==> src/rtl/hamming_pkg.sv <==
// rtl/hamming_pkg.sv - shared SEC-DED Hamming parameters, error classes and layout helpers
package hamming_pkg;

  typedef enum logic [1:0] {CLEAN, SINGLE, PARITY_ONLY, DOUBLE} err_class_e;

  // Smallest p with 2**p >= data_w + p + 1.
  function automatic int calc_par_w(input int data_w);
    int res;
    res = 0;
    for (int p = 1; p < 31; p++) begin
      if (res == 0 && (1 << p) >= data_w + p + 1) res = p;
    end
    return res;
  endfunction

  function automatic bit is_pow2(input int x);
    return (x > 0) && ((x & (x - 1)) == 0);
  endfunction

  // Codeword position of data bit k; data fills non-power-of-two slots from 3 upward.
  function automatic int data_pos(input int k);
    int cnt;
    int pos;
    cnt = 0;
    pos = 0;
    for (int p = 3; p < k + 40; p++) begin
      if (!is_pow2(p)) begin
        if (cnt == k && pos == 0) pos = p;
        cnt++;
      end
    end
    return pos;
  endfunction

endpackage

==> src/rtl/hamming_syndrome_calc.sv <==
// rtl/hamming_syndrome_calc.sv - combinational syndrome and overall-parity check of a codeword
module hamming_syndrome_calc #(
  parameter int CODE_W = 32,
  parameter int PAR_W  = 5
) (
  input  logic [CODE_W-1:0] code,
  output logic [PAR_W-1:0]  syndrome,
  output logic              p_err
);

  always_comb begin
    syndrome = '0;
    for (int i = 1; i < CODE_W; i++) begin
      if (code[i]) syndrome = syndrome ^ PAR_W'(i);
    end
    p_err = ^code;
  end

endmodule

==> src/rtl/hamming_secded_stream_decoder.sv <==
// rtl/hamming_secded_stream_decoder.sv - two-stage pipelined SEC-DED decoder on a valid/ready stream
module hamming_secded_stream_decoder
  import hamming_pkg::*;
#(
  parameter int  DATA_W = 26,
  parameter int  CNT_W  = 16,
  localparam int PAR_W  = calc_par_w(DATA_W),
  localparam int CODE_W = DATA_W + PAR_W + 1
) (
  input  logic              clk,
  input  logic              rst_n,
  input  logic              in_valid,
  output logic              in_ready,
  input  logic [CODE_W-1:0] code_in,
  output logic              out_valid,
  input  logic              out_ready,
  output logic [DATA_W-1:0] data_out,
  output logic [PAR_W-1:0]  syndrome,
  output logic              err_single,
  output logic              err_double,
  input  logic              cnt_clr,
  output logic [CNT_W-1:0]  corr_cnt,
  output logic [CNT_W-1:0]  uncorr_cnt
);

  logic              s1_valid_q, s1_valid_d;
  logic [CODE_W-1:0] s1_code_q, s1_code_d;
  logic [PAR_W-1:0]  s1_syn_q, s1_syn_d;
  logic              s1_perr_q, s1_perr_d;
  logic              s2_valid_q, s2_valid_d;
  logic [DATA_W-1:0] data_q, data_d;
  logic [PAR_W-1:0]  syn_q, syn_d;
  logic              err_single_q, err_single_d;
  logic              err_double_q, err_double_d;
  logic [CNT_W-1:0]  corr_cnt_q, corr_cnt_d;
  logic [CNT_W-1:0]  uncorr_cnt_q, uncorr_cnt_d;

  logic [PAR_W-1:0]  in_syn;
  logic              in_perr;
  logic              s2_adv;
  err_class_e        cls;
  logic [CODE_W-1:0] flip_mask;
  logic [CODE_W-1:0] code_corr;
  logic [DATA_W-1:0] data_ext;

  hamming_syndrome_calc #(
    .CODE_W (CODE_W),
    .PAR_W  (PAR_W)
  ) u_syn (
    .code     (code_in),
    .syndrome (in_syn),
    .p_err    (in_perr)
  );

  assign s2_adv   = !s2_valid_q || out_ready;
  assign in_ready = !s1_valid_q || s2_adv;

  // Shortened codes can yield syndromes beyond the last position; those are uncorrectable.
  always_comb begin
    cls = DOUBLE;
    if (s1_syn_q == '0) begin
      cls = s1_perr_q ? PARITY_ONLY : CLEAN;
    end else if (s1_perr_q && int'(s1_syn_q) <= CODE_W - 1) begin
      cls = SINGLE;
    end
    flip_mask = '0;
    for (int i = 1; i < CODE_W; i++) begin
      if (cls == SINGLE && int'(s1_syn_q) == i) flip_mask[i] = 1'b1;
    end
    code_corr = s1_code_q ^ flip_mask;
  end

  for (genvar k = 0; k < DATA_W; k++) begin : g_ext
    localparam int POS = data_pos(k);
    assign data_ext[k] = code_corr[POS];
  end

  always_comb begin
    s1_valid_d   = s1_valid_q;
    s1_code_d    = s1_code_q;
    s1_syn_d     = s1_syn_q;
    s1_perr_d    = s1_perr_q;
    s2_valid_d   = s2_valid_q;
    data_d       = data_q;
    syn_d        = syn_q;
    err_single_d = err_single_q;
    err_double_d = err_double_q;
    corr_cnt_d   = corr_cnt_q;
    uncorr_cnt_d = uncorr_cnt_q;

    if (in_ready) begin
      s1_valid_d = in_valid;
      if (in_valid) begin
        s1_code_d = code_in;
        s1_syn_d  = in_syn;
        s1_perr_d = in_perr;
      end
    end

    if (s2_adv) begin
      s2_valid_d = s1_valid_q;
      if (s1_valid_q) begin
        data_d       = data_ext;
        syn_d        = s1_syn_q;
        err_single_d = (cls == SINGLE) || (cls == PARITY_ONLY);
        err_double_d = (cls == DOUBLE);
      end
    end

    // Counting on the output handshake counts each word exactly once despite stalls.
    if (cnt_clr) begin
      corr_cnt_d   = '0;
      uncorr_cnt_d = '0;
    end else if (s2_valid_q && out_ready) begin
      if (err_single_q && corr_cnt_q != '1)   corr_cnt_d   = corr_cnt_q + CNT_W'(1);
      if (err_double_q && uncorr_cnt_q != '1) uncorr_cnt_d = uncorr_cnt_q + CNT_W'(1);
    end
  end

  always_ff @(posedge clk) begin
    if (!rst_n) begin
      s1_valid_q   <= 1'b0;
      s1_code_q    <= '0;
      s1_syn_q     <= '0;
      s1_perr_q    <= 1'b0;
      s2_valid_q   <= 1'b0;
      data_q       <= '0;
      syn_q        <= '0;
      err_single_q <= 1'b0;
      err_double_q <= 1'b0;
      corr_cnt_q   <= '0;
      uncorr_cnt_q <= '0;
    end else begin
      s1_valid_q   <= s1_valid_d;
      s1_code_q    <= s1_code_d;
      s1_syn_q     <= s1_syn_d;
      s1_perr_q    <= s1_perr_d;
      s2_valid_q   <= s2_valid_d;
      data_q       <= data_d;
      syn_q        <= syn_d;
      err_single_q <= err_single_d;
      err_double_q <= err_double_d;
      corr_cnt_q   <= corr_cnt_d;
      uncorr_cnt_q <= uncorr_cnt_d;
    end
  end

  assign out_valid  = s2_valid_q;
  assign data_out   = data_q;
  assign syndrome   = syn_q;
  assign err_single = err_single_q;
  assign err_double = err_double_q;
  assign corr_cnt   = corr_cnt_q;
  assign uncorr_cnt = uncorr_cnt_q;

endmodule
==> config.mk <==
export PLATFORM = sky130hd
export DESIGN_NAME = hamming_secded_stream_decoder
export DESIGN_NICKNAME = d
export VERILOG_FILES = /design/src/rtl/hamming_pkg.sv /design/src/rtl/hamming_syndrome_calc.sv /design/src/rtl/hamming_secded_stream_decoder.sv
export SDC_FILE = /design/constraint.sdc
export NUM_CORES = 1
export LEC_CHECK = 0
export BUFFER_PORTS_ARGS = -buffer_cell sky130_fd_sc_hd__buf_2
export CAP_MARGIN = 15
export CORE_MARGIN = 2
export CORE_UTILIZATION = 40
export DETAILED_ROUTE_END_ITERATION = 12
export GPL_TIMING_DRIVEN = 0
export MAX_ROUTING_LAYER = met4
export SYNTH_ARGS = -nofsm -noshare
export SYNTH_HDL_FRONTEND = slang
export SYNTH_HIERARCHICAL = 1
export SYNTH_SLANG_ARGS = --single-unit
==> constraint.sdc <==
create_clock -name clk -period 3.7 [get_ports clk]
set_input_delay 1.11 -clock clk [delete_from_list [all_inputs] [get_ports clk]]
set_output_delay 1.11 -clock clk [all_outputs]
set_load 0.01 [all_outputs]
=== Word level (Yosys, flattened, before mapping) ===
Index checks and enable logic that the tools add are counted.

* Flip-flop bits (word level): 105
* Bits of input ports: 37
* Output and inout bits: 67

* Add/sub/neg operators: 2
* Equal/unequal tests: 36
* Muxes and demuxes: 65
* Bitwise gates (word level): 32
* Reduce and logical (&&, ||, !) cells: 46

{| class="wikitable"
|+ Operators with widths
! operator !! count
|-
| 5-bit equality test (second input constant) || 16
|-
| 5-bit 2-to-1 mux || 16
|-
| 5-bit by 4-bit equality test with 1-bit output (second input constant) || 8
|-
| 1-bit logical AND || 34
|-
| 16-bit by 1-bit adder with 16-bit output (second input constant) || 2
|-
| 1-bit 2-to-1 mux || 32
|-
| 4-bit 2-to-1 mux || 8
|-
| 16-bit != test (second input constant) || 2
|-
| 32-bit parity || 1
|-
| 32-bit XOR || 1
|-
| 3-bit inverter || 10
|-
| 5-bit by 3-bit equality test with 1-bit output (second input constant) || 4
|-
| 2-bit inverter || 10
|-
| 4-bit inverter || 5
|-
| 3-bit 2-to-1 mux || 4
|-
| 5-bit by 2-bit equality test with 1-bit output (second input constant) || 2
|-
| 2-bit 2-to-1 mux || 5
|-
| 2-bit AND reduction || 4
|-
| 5-bit by 1-bit equality test with 1-bit output (second input constant) || 1
|-
| 5-bit zero test || 1
|-
| 5-bit inverter || 1
|-
| 2-bit equality test (second input constant) || 2
|-
| 1-bit inverter (first input constant) || 4
|-
| 1-bit logical OR || 3
|-
| other kinds (4) || 5
|}

=== Logic depth before layout (Yosys ltp) ===
Gate-level depths: netlist of the first run.

* Depth after elaboration: 57
* Depth in mapped cells: 7
* Mapped depth without buffers: 7

=== Hierarchy ===
Netlist of the first run, hierarchy kept.

{| class="wikitable"
|+ By module, submodules not included
! module !! instances !! cells each !! area each (um^2)
|-
| hamming_secded_stream_decoder || 1 || 554 || 4,491.8
|-
| hamming_syndrome_calc || 1 || 55 || 523.0
|}

=== Least setup slack after synthesis of the first run ===
Ideal clock, no wire load.

* Path kind: input port to flip-flop
* Start: input port code_in[29]
* End: register s1_perr_q
* Arrival: 2.380 ns
* Slack: 1.188 ns
* Stages: 7
* Path buffers: 0
* Cells stage by stage: xor2_1 xnor2_1 xnor2_1 xnor2_1 xnor3_1 nand2_1 a21oi_1

* Word-level cells in the longest chain between the ends: 1

{| class="wikitable"
|+ RTL lines
! element !! line !! source
|-
| start, declared || hamming_secded_stream_decoder.sv:14 || <nowiki>input logic [CODE_W-1:0] code_in,</nowiki>
|-
| 32-bit parity || hamming_syndrome_calc.sv:16 || <nowiki>p_err = ^code;</nowiki>
|-
| via in_perr || hamming_secded_stream_decoder.sv:39 || <nowiki>logic in_perr;</nowiki>
|-
| end signal, assigned || hamming_secded_stream_decoder.sv:137 || <nowiki>s1_perr_q <= s1_perr_d;</nowiki>
|-
| end, declared || hamming_secded_stream_decoder.sv:29 || <nowiki>logic s1_perr_q, s1_perr_d;</nowiki>
|}

The timed path passes the listed nets, and every way through them passes these cells.
A chain may end at the register's enable or synchronous reset.

=== Worst setup path after layout of the first run ===
* Start: input port out_ready
* End: output port in_ready

* Word-level cells in the longest chain between the ends: 2

{| class="wikitable"
|+ RTL lines
! element !! line !! source
|-
| start, declared || hamming_secded_stream_decoder.sv:16 || <nowiki>input logic out_ready,</nowiki>
|-
| 1-bit logical OR || hamming_secded_stream_decoder.sv:55 || <nowiki>assign s2_adv = !s2_valid_q || out_ready;</nowiki>
|-
| 1-bit logical OR || hamming_secded_stream_decoder.sv:56 || <nowiki>assign in_ready = !s1_valid_q || s2_adv;</nowiki>
|-
| end, declared || hamming_secded_stream_decoder.sv:13 || <nowiki>output logic in_ready,</nowiki>
|}

Every way passes these cells.

==> results.md, run 1 <==
* Max Used Layer: met4
* Post-Syn Nets at 648
* Reg area at 0.00198 mm²
* Port buffer count at 103
* Synth-to-layout area growth at 20.3%
* CP delay by family, top: buffers and inverters
* Placed instance area at 0.00574 mm²
* Reg2Reg Depth at 5
* Share of post-route cells with drive strength above 1 at 17.0%
* Max-slew headroom at 33.3%
* Filler instances at 1249
* Final Skew at 0.0103 ns
* Unique masters post-synth at 42
* Starting DRC count in detailed routing at 208
* Synth async-reset ratio at 0%
* Achievable Freq at 353 MHz
* Worst path cell trace: buf_2 -> nand3b_1 -> buf_2
* CTS tree: built
* CP Max Fanout at 7
* Sequential share of power at 43.9%
* Cell mode on critical path: buf_2
* Worst-margin pin slew at 0.991 ns
* H-tree depth at 3
* Met3 wire length at 641 µm
* Met2 WL at 6520 µm
* FF-to-FF setup slack at 1.52 ns
* Die Area at 0.0134 mm²
* Root Buffer: clkbuf_16
* CP Launch Point: out_ready
* Tot GR Track Use at 20.1%
* Cells after Synth at 609
* CP startpoint kind: primary input
* Netlist Area Pre-Place at 0.00501 mm²
* Starting Density at 41.4%
* Post-cts resize count at 0
* End of the critical path: in_ready
* Nets at 762
* Vias per inst at 5.12
* Pin count of the biggest net entering global routing at 17
* Setup repair bufs after CTS at 0
* First-pass GRT wire length at 20600 µm
* Clock Sinks at 99
* Multi-input logic area at 0.00287 mm²
* Post-synth top flop: dfxtp_1
* CTS Buf Count at 9
* Boundary Pins at 104
* Inserted Diodes at 0
* DRT Pass-1 Iters at 4
* Status: complete, no violations
* Switch share at 28.5%
* Slowest stage cell, crit path: nand3b_1
* Final Slew Violations at 0
* Row Count at 40
* Latest clock arrival within the worst-skew pair at 0.34 ns
* Fin crit period at 2.83 ns
* Psw at 763 µW
* Remaining DRCs at 0
* Final hold vios at 0
* Synthesis Warnings at 6
* Via Count at 4588
* GP Congestion at 0.861
* Post-CTS Hold Fix Bufs at 0
* Capture point of the worst reg-to-reg path: corr_cnt[1]
* Chip width at 116 µm
* Crit end category: output port
* Setup TNS Final at 0 ns
* Total gr overflow at 0
* Die Y at 116 µm
* Post-synth EDFFs at 0
* Post-Route M1 WL at 5600 µm
* Initial antenna violation count at 0
* Total of max-cap violations at 0
* Mean post-synth cell area at 8.23 µm²
* Clock Tree Buf Depth at 2
* Detailed Route WL at 12900 µm
* Max VDD drop at 0.225 mV
* Critical path depth at 3
* WP buf/inv at 2
* Post-route ant nets at 0
* Logic pwr share at 21.3%
* Routed WL per cell at 14.4 µm
* Detailed placement HPWL at 10300 µm
* Hold Path Class: register to register
* CP Class: primary input to output port
* Largest stage delay, worst path at 0.26 ns
* RSZ-0062 raised after global routing: no
* Core Area at 0.0121 mm²
* Setup violators final at 0
* Leak at 2.26 nW
* Vias in the first global route at 4297
* CP Data Required Time at 2.59 ns
* Internal at 1.91 mW
* Post-synthesis sequential area ratio at 39.5%
* Design area at 0.00603 mm²
* Worst R2R Start: corr_cnt[0]
* Arrival @ worst endpoint at 1.72 ns
* P per Cell Area at 444 mW/mm²
* Crit share post-route at 76.6%
* Clk pwr share at 34.8%
* Worst-path clk slew at 0.06 ns
* Synth Register Bits at 99
[per-stage QoR]
stage	setup slack [ns]	cells	utilization (%)	hold slack [ns]	total power [mW]
after floorplan	1.19	609	-	0.448	1.60
after global placement	0.759	880	47.4	0.452	1.76
after detailed placement	0.711	880	47.4	0.449	1.77
after CTS	0.885	896	49.8	0.458	2.70
after global routing	0.853	896	49.8	0.484	2.81
final	0.866	896	49.8	0.457	2.68
[worst min path at each step]
stage,slack (ns),startpoint,cells after the start,to
2_1_floorplan,0.45,s1_valid_q,2,out_valid
3_3_place_gp,0.45,syndrome[0],2,syndrome[0]
3_5_place_dp,0.45,syndrome[2],2,syndrome[2]
4_1_cts,0.46,syndrome[2],2,syndrome[2]
5_1_grt,0.48,syndrome[1],2,syndrome[1]
6_report,0.46,syndrome[2],2,syndrome[2]
[power groups by stage]
stage          logic (mW)  registers (mW)  clock network [mW]
3_3_place_gp        0.564            1.20                   0
6_report            0.569            1.18               0.932
5_1_grt             0.630            1.18                1.00
4_1_cts             0.573            1.18               0.954
3_5_place_dp        0.570            1.20                   0
2_1_floorplan       0.402            1.20                   0
[synthesized netlist by cell type (all sizes together), types with 4 or more instances]
cell    count  area, µm²
nand4b      4       35.0
nand2b     18        113
and3        6       37.5
o31ai       6       45.0
and2        4       25.0
nand3      12       60.1
clkbuf     29        109
nor2b       5       31.3
a211oi     31        233
nor3        5       25.0
o21ai       7       35.0
inv         7       26.3
mux2i      14        140
or4         8       60.1
nand4       8       56.3
a21oi      59        295
xnor2      60        526
buf         7       26.3
dfxtp      99       1980
xor2       18        158
nand2     120        450
or3         4       25.0
nor4        7       43.8
nor2       39        146
[layout make-up]
class	count	area share (%)
multi-input cells	467	47.6
plain buffers	36	2.24
clock buffers	10	3.80
inverters	7	0.436
repair buffers	103	8.54
clock inverters	6	1.06
flip-flops and latches	99	32.8
well taps	168	3.48
[per-layer routing]
metal	GRT usage, %	up-vias
li1	-	2343
met1	23.7	2121
met2	35.2	116
met3	3.61	8
met4	5.79	0
met5	-	-
[sequential cells by signal, indices dropped and copies added, names as in the netlist]
| register | flops |
|---|---|
| corr_cnt | 16 |
| data_out | 26 |
| err_double | 1 |
| err_single | 1 |
| out_valid | 1 |
| s1_code_q | 26 |
| s1_perr_q | 1 |
| s1_syn_q | 5 |
| s1_valid_q | 1 |
| syndrome | 5 |
| uncorr_cnt | 16 |
[kinds of logic after synthesis]
logic type / after synthesis / share of synthesized area, %
multiplexers: 14 / 2.79
adder cells (fa/ha/maj): 2 / 0.499
buffers and inverters: 43 / 3.22
flip-flops: 99 / 39.5
AO/OA/AOI/OAI: 120 / 15.1
AND/OR/NAND/NOR: 250 / 23.9
XOR/XNOR: 81 / 15.0
[worst register-to-register path, stage by stage, from the launching register on]
cell and delay [ns]:
dfxtp_1 0.40, ha_1 0.20, nand3_1 0.16, nor4_1 0.85, a21oi_1 0.27, mux2i_1 0.18
[placed cells by master, fill, tap and decap left out, types with 8 or more instances in the layout]
master and n:
a211oi_1 31, nor2_1 39, a21oi_1 59, dfxtp_1 99, mux2i_1 14, or4_1 8
clkbuf_1 30, xor2_1 18, nand3_1 12, buf_2 103, clkbuf_16 9, xnor2_1 60
nand2b_1 18, nand2_1 120
Power figures use the tool's default switching activity.
==> inputs of run 2 (changes only) <==
--- a/config.mk
+++ b/config.mk
@@ -5,6 +5,7 @@
 export SDC_FILE = /design/constraint.sdc
 export NUM_CORES = 1
 export LEC_CHECK = 0
+export ABC_AREA = 1
 export BUFFER_PORTS_ARGS = -buffer_cell sky130_fd_sc_hd__buf_2
 export CAP_MARGIN = 15
 export CORE_MARGIN = 2
==> constraint.sdc (replaced) <==
create_clock -name clk -period 2.5 [get_ports clk]
set_input_delay 0.75 -clock clk [delete_from_list [all_inputs] [get_ports clk]]
set_output_delay 0.75 -clock clk [all_outputs]
set_load 0.01 [all_outputs]
==> run 2 against run 1 <==
  * Via count is 27% higher
  * Clock skew down 0.0041 ns
  * Setup slack lost 0.33 ns
  * Combinational power up 28%
  * Critical endpoint unchanged
  * Synthesized cell count rose by 56%
  * Flip-flop and latch count is the same
  * Non-clock buffer count fell by 7
  * Global-route usage fell by 0.053 points
==> results.md, run 2 <==
* Achievable Freq at 511 MHz
* Worst-margin pin slew at 0.581 ns
* Detailed placement HPWL at 12200 µm
* Sequential share of power at 43.2%
* Largest stage delay, worst path at 0.17 ns
* Psw at 1.12 mW
* Status: complete, no violations
* Hold Path Class: register to register
* Clk pwr share at 38.4%
* Most frequent cells in the layout: nand2_1 (293), nor2_1 (148), inv_1 (117)
* Synthesis Warnings at 6
* Most common cell after layout, fill and taps aside: nand2_1
* Unique masters post-synth at 30
* Slowest stage cell, crit path: buf_2
* CP Max Fanout at 3
* Setup TNS Final at 0 ns
* Cell mode on critical path: buf_2
* Vias in the first global route at 5199
* GP Congestion at 0.860
* Port buffer count at 103
* Starting Density at 40.8%
* Netlist Area Pre-Place at 0.00588 mm²
* Worst-path clk slew at 0.06 ns
* Core Util, Final at 48.2%
* Mean post-synth cell area at 6.17 µm²
* Routed WL per cell at 12.2 µm
* Worst R2R Start: corr_cnt[0]
* Post-route ant nets at 0
* Setup repair bufs after CTS at 0
* Max VDD drop at 0.289 mV
* CP Class: primary input to output port
* Pin count of the biggest net entering global routing at 16
* Detailed Route WL at 15400 µm
* Post-synthesis sequential area ratio at 33.7%
* Hold Path End: s1_code_q[11]
* Starting DRC count in detailed routing at 301
* Final hold vios at 0
* Synth Register Bits at 99
* Row Count at 44
* Worst path cell trace: buf_2 -> inv_1 -> nand3_1 -> buf_2
* Post-synth top flop: dfxtp_1
* Die Area at 0.0157 mm²
* H-tree depth at 3
* Synth async-reset ratio at 0%
* Count leader, synth: nand2_1
* Post-synth top area share at 33.7%
* Chip width at 125 µm
* Synth area leaders: dfxtp_1 (34%), nand2_1 (19%), nor2_1 (9.4%), inv_1 (7.5%), o21ai_0 (5.3%)
* DRT Pass-1 Iters at 5
* Capture point of the worst reg-to-reg path: corr_cnt[0]
* Vias per inst at 4.64
* Final Skew at 0.00621 ns
* FF-to-FF setup slack at 0.80 ns
* Die Y at 125 µm
* Fin crit period at 1.96 ns
* Setup violators final at 0
* Remaining DRCs at 0
* Worst slack, placed at 0.305 ns
* CP delay by family, top: buffers and inverters
* Reg2Reg Depth at 11
* Total of max-cap violations at 0
* Max-slew headroom at 61.3%
* Crit end category: output port
* Worst setup slack after layout at 0.541 ns
* Post-CTS Hold Fix Bufs at 0
* Total gr overflow at 0
* First-pass GRT wire length at 24800 µm
* Clock Sinks at 99
* Cells after Synth at 953
* Logic pwr share at 18.4%
* Nets at 1106
* Post-synth top cells: nand2_1 (293), nor2_1 (148), inv_1 (117)
* Share of post-route cells with drive strength above 1 at 14.7%
* Core Area at 0.0144 mm²
* CTS tree: built
* WP buf/inv at 3
* Final Slew Violations at 0
* Post-cts resize count at 0
* Internal at 2.85 mW
* Hold depth at 2
* Post-synth EDFFs at 0
* Initial antenna violation count at 0
* CP Data Required Time at 1.75 ns
* CP startpoint kind: primary input
* Crit share post-route at 78.3%
* Arrival @ worst endpoint at 1.21 ns
* Post-Syn Nets at 992
* P per Cell Area at 571 mW/mm²
* Switch share at 28.2%
* Leading area contributor after synthesis: dfxtp_1
* Root Buffer: clkbuf_16
* Inserted Diodes at 0
* Synth-to-layout area growth at 18.2%
* RSZ-0062 raised after global routing: no
* Clock Tree Buf Depth at 2
* Latest clock arrival within the worst-skew pair at 0.34 ns
* Min-delay src: s1_code_q[11]
* Tot GR Track Use at 20.1%
* Via Count at 5830
* CTS Buf Count at 9
* Boundary Pins at 104
* Leak at 3.47 nW
[run 2: changes by cell type after synthesis, sizes merged, moves of 38 or more]
cell | previous run | this run
nand2 | 120 | 304
nor2 | 39 | 154
inv | 7 | 121
o21ai | 7 | 63
nand3 | 12 | 62
xnor2 | 60 | 22
[run 2: power groups by stage]
stage / Clock, mW / Combinational, mW / Sequential (mW)
finish: 1.53 / 0.730 / 1.72
global route: 1.62 / 0.834 / 1.73
CTS: 1.56 / 0.736 / 1.72
detailed placement: 0 / 0.734 / 1.75
global placement: 0 / 0.727 / 1.75
floorplan: 0 / 0.494 / 1.76
[run 2: worst reg2reg max path, stage by stage (launching register included)]
cell and delay [ns]:
dfxtp_1 0.40, ha_1 0.17, inv_1 0.06, nor2_1 0.23, nand2_1 0.12, nor2_1 0.17
nor2_2 0.08, buf_6 0.15, nand2_2 0.07, nand2_1 0.05, nand2_1 0.06, nor2_1 0.04
[run 2: routing by layer]
| metal | vias to the layer above | global-route usage (%) | wire length, µm |
|---|---|---|---|
| met4 | 0 | 6.08 | 212 |
| met1 | 2523 | 24.7 | 7200 |
| met2 | 129 | 34.4 | 7310 |
| met5 | - | - | 0 |
| met3 | 13 | 2.57 | 634 |
| li1 | 3165 | - | - |
[run 2: logic make-up (layout without fill, tap and decap cells)]
| family | after synthesis | after routing | synth area share [%] |
|---|---|---|---|
| buffers and inverters | 152 | 271 | 10.6 |
| AND/OR/NAND/NOR | 538 | 538 | 38.2 |
| adder cells (fa/ha/maj) | 2 | 2 | 0.425 |
| AO/OA/AOI/OAI | 111 | 111 | 9.49 |
| XOR/XNOR | 51 | 51 | 7.59 |
| flip-flops | 99 | 99 | 33.7 |
[run 2: metrics by stage]
step / hold slack [ns] / instances / total power, mW / instance area (µm²)
global placement: 0.458 / 1240 / 2.48 / 6630
detailed placement: 0.462 / 1240 / 2.49 / 6630
finish: 0.470 / 1256 / 3.97 / 6960
floorplan: 0.441 / 953 / 2.25 / 5880
CTS: 0.472 / 1256 / 4.01 / 6960
global route: 0.501 / 1256 / 4.18 / 6960
[run 2: worst max path at each step]
stage	end	cells after the start	slack [ns]	start
after floorplan	s1_perr_q	14	0.73	code_in[14]
after global placement	data_out[9]	9	0.31	out_ready
after detailed placement	s1_perr_q	15	0.31	code_in[23]
after CTS	in_ready	4	0.53	out_ready
after global routing	s1_perr_q	15	0.46	code_in[15]
final	in_ready	4	0.54	out_ready
[run 2: layout make-up]
| cell class | instances | area [µm²] |
|---|---|---|
| Fill cell | 1583 | 7470 |
| Multi-Input combinational cell | 702 | 3280 |
| Sequential cell | 99 | 1980 |
| Timing Repair Buffer | 103 | 515 |
| Inverter | 123 | 462 |
| Clock buffer | 11 | 253 |
| Tap cell | 184 | 230 |
| Buffer | 29 | 164 |
| Clock inverter | 5 | 75.1 |
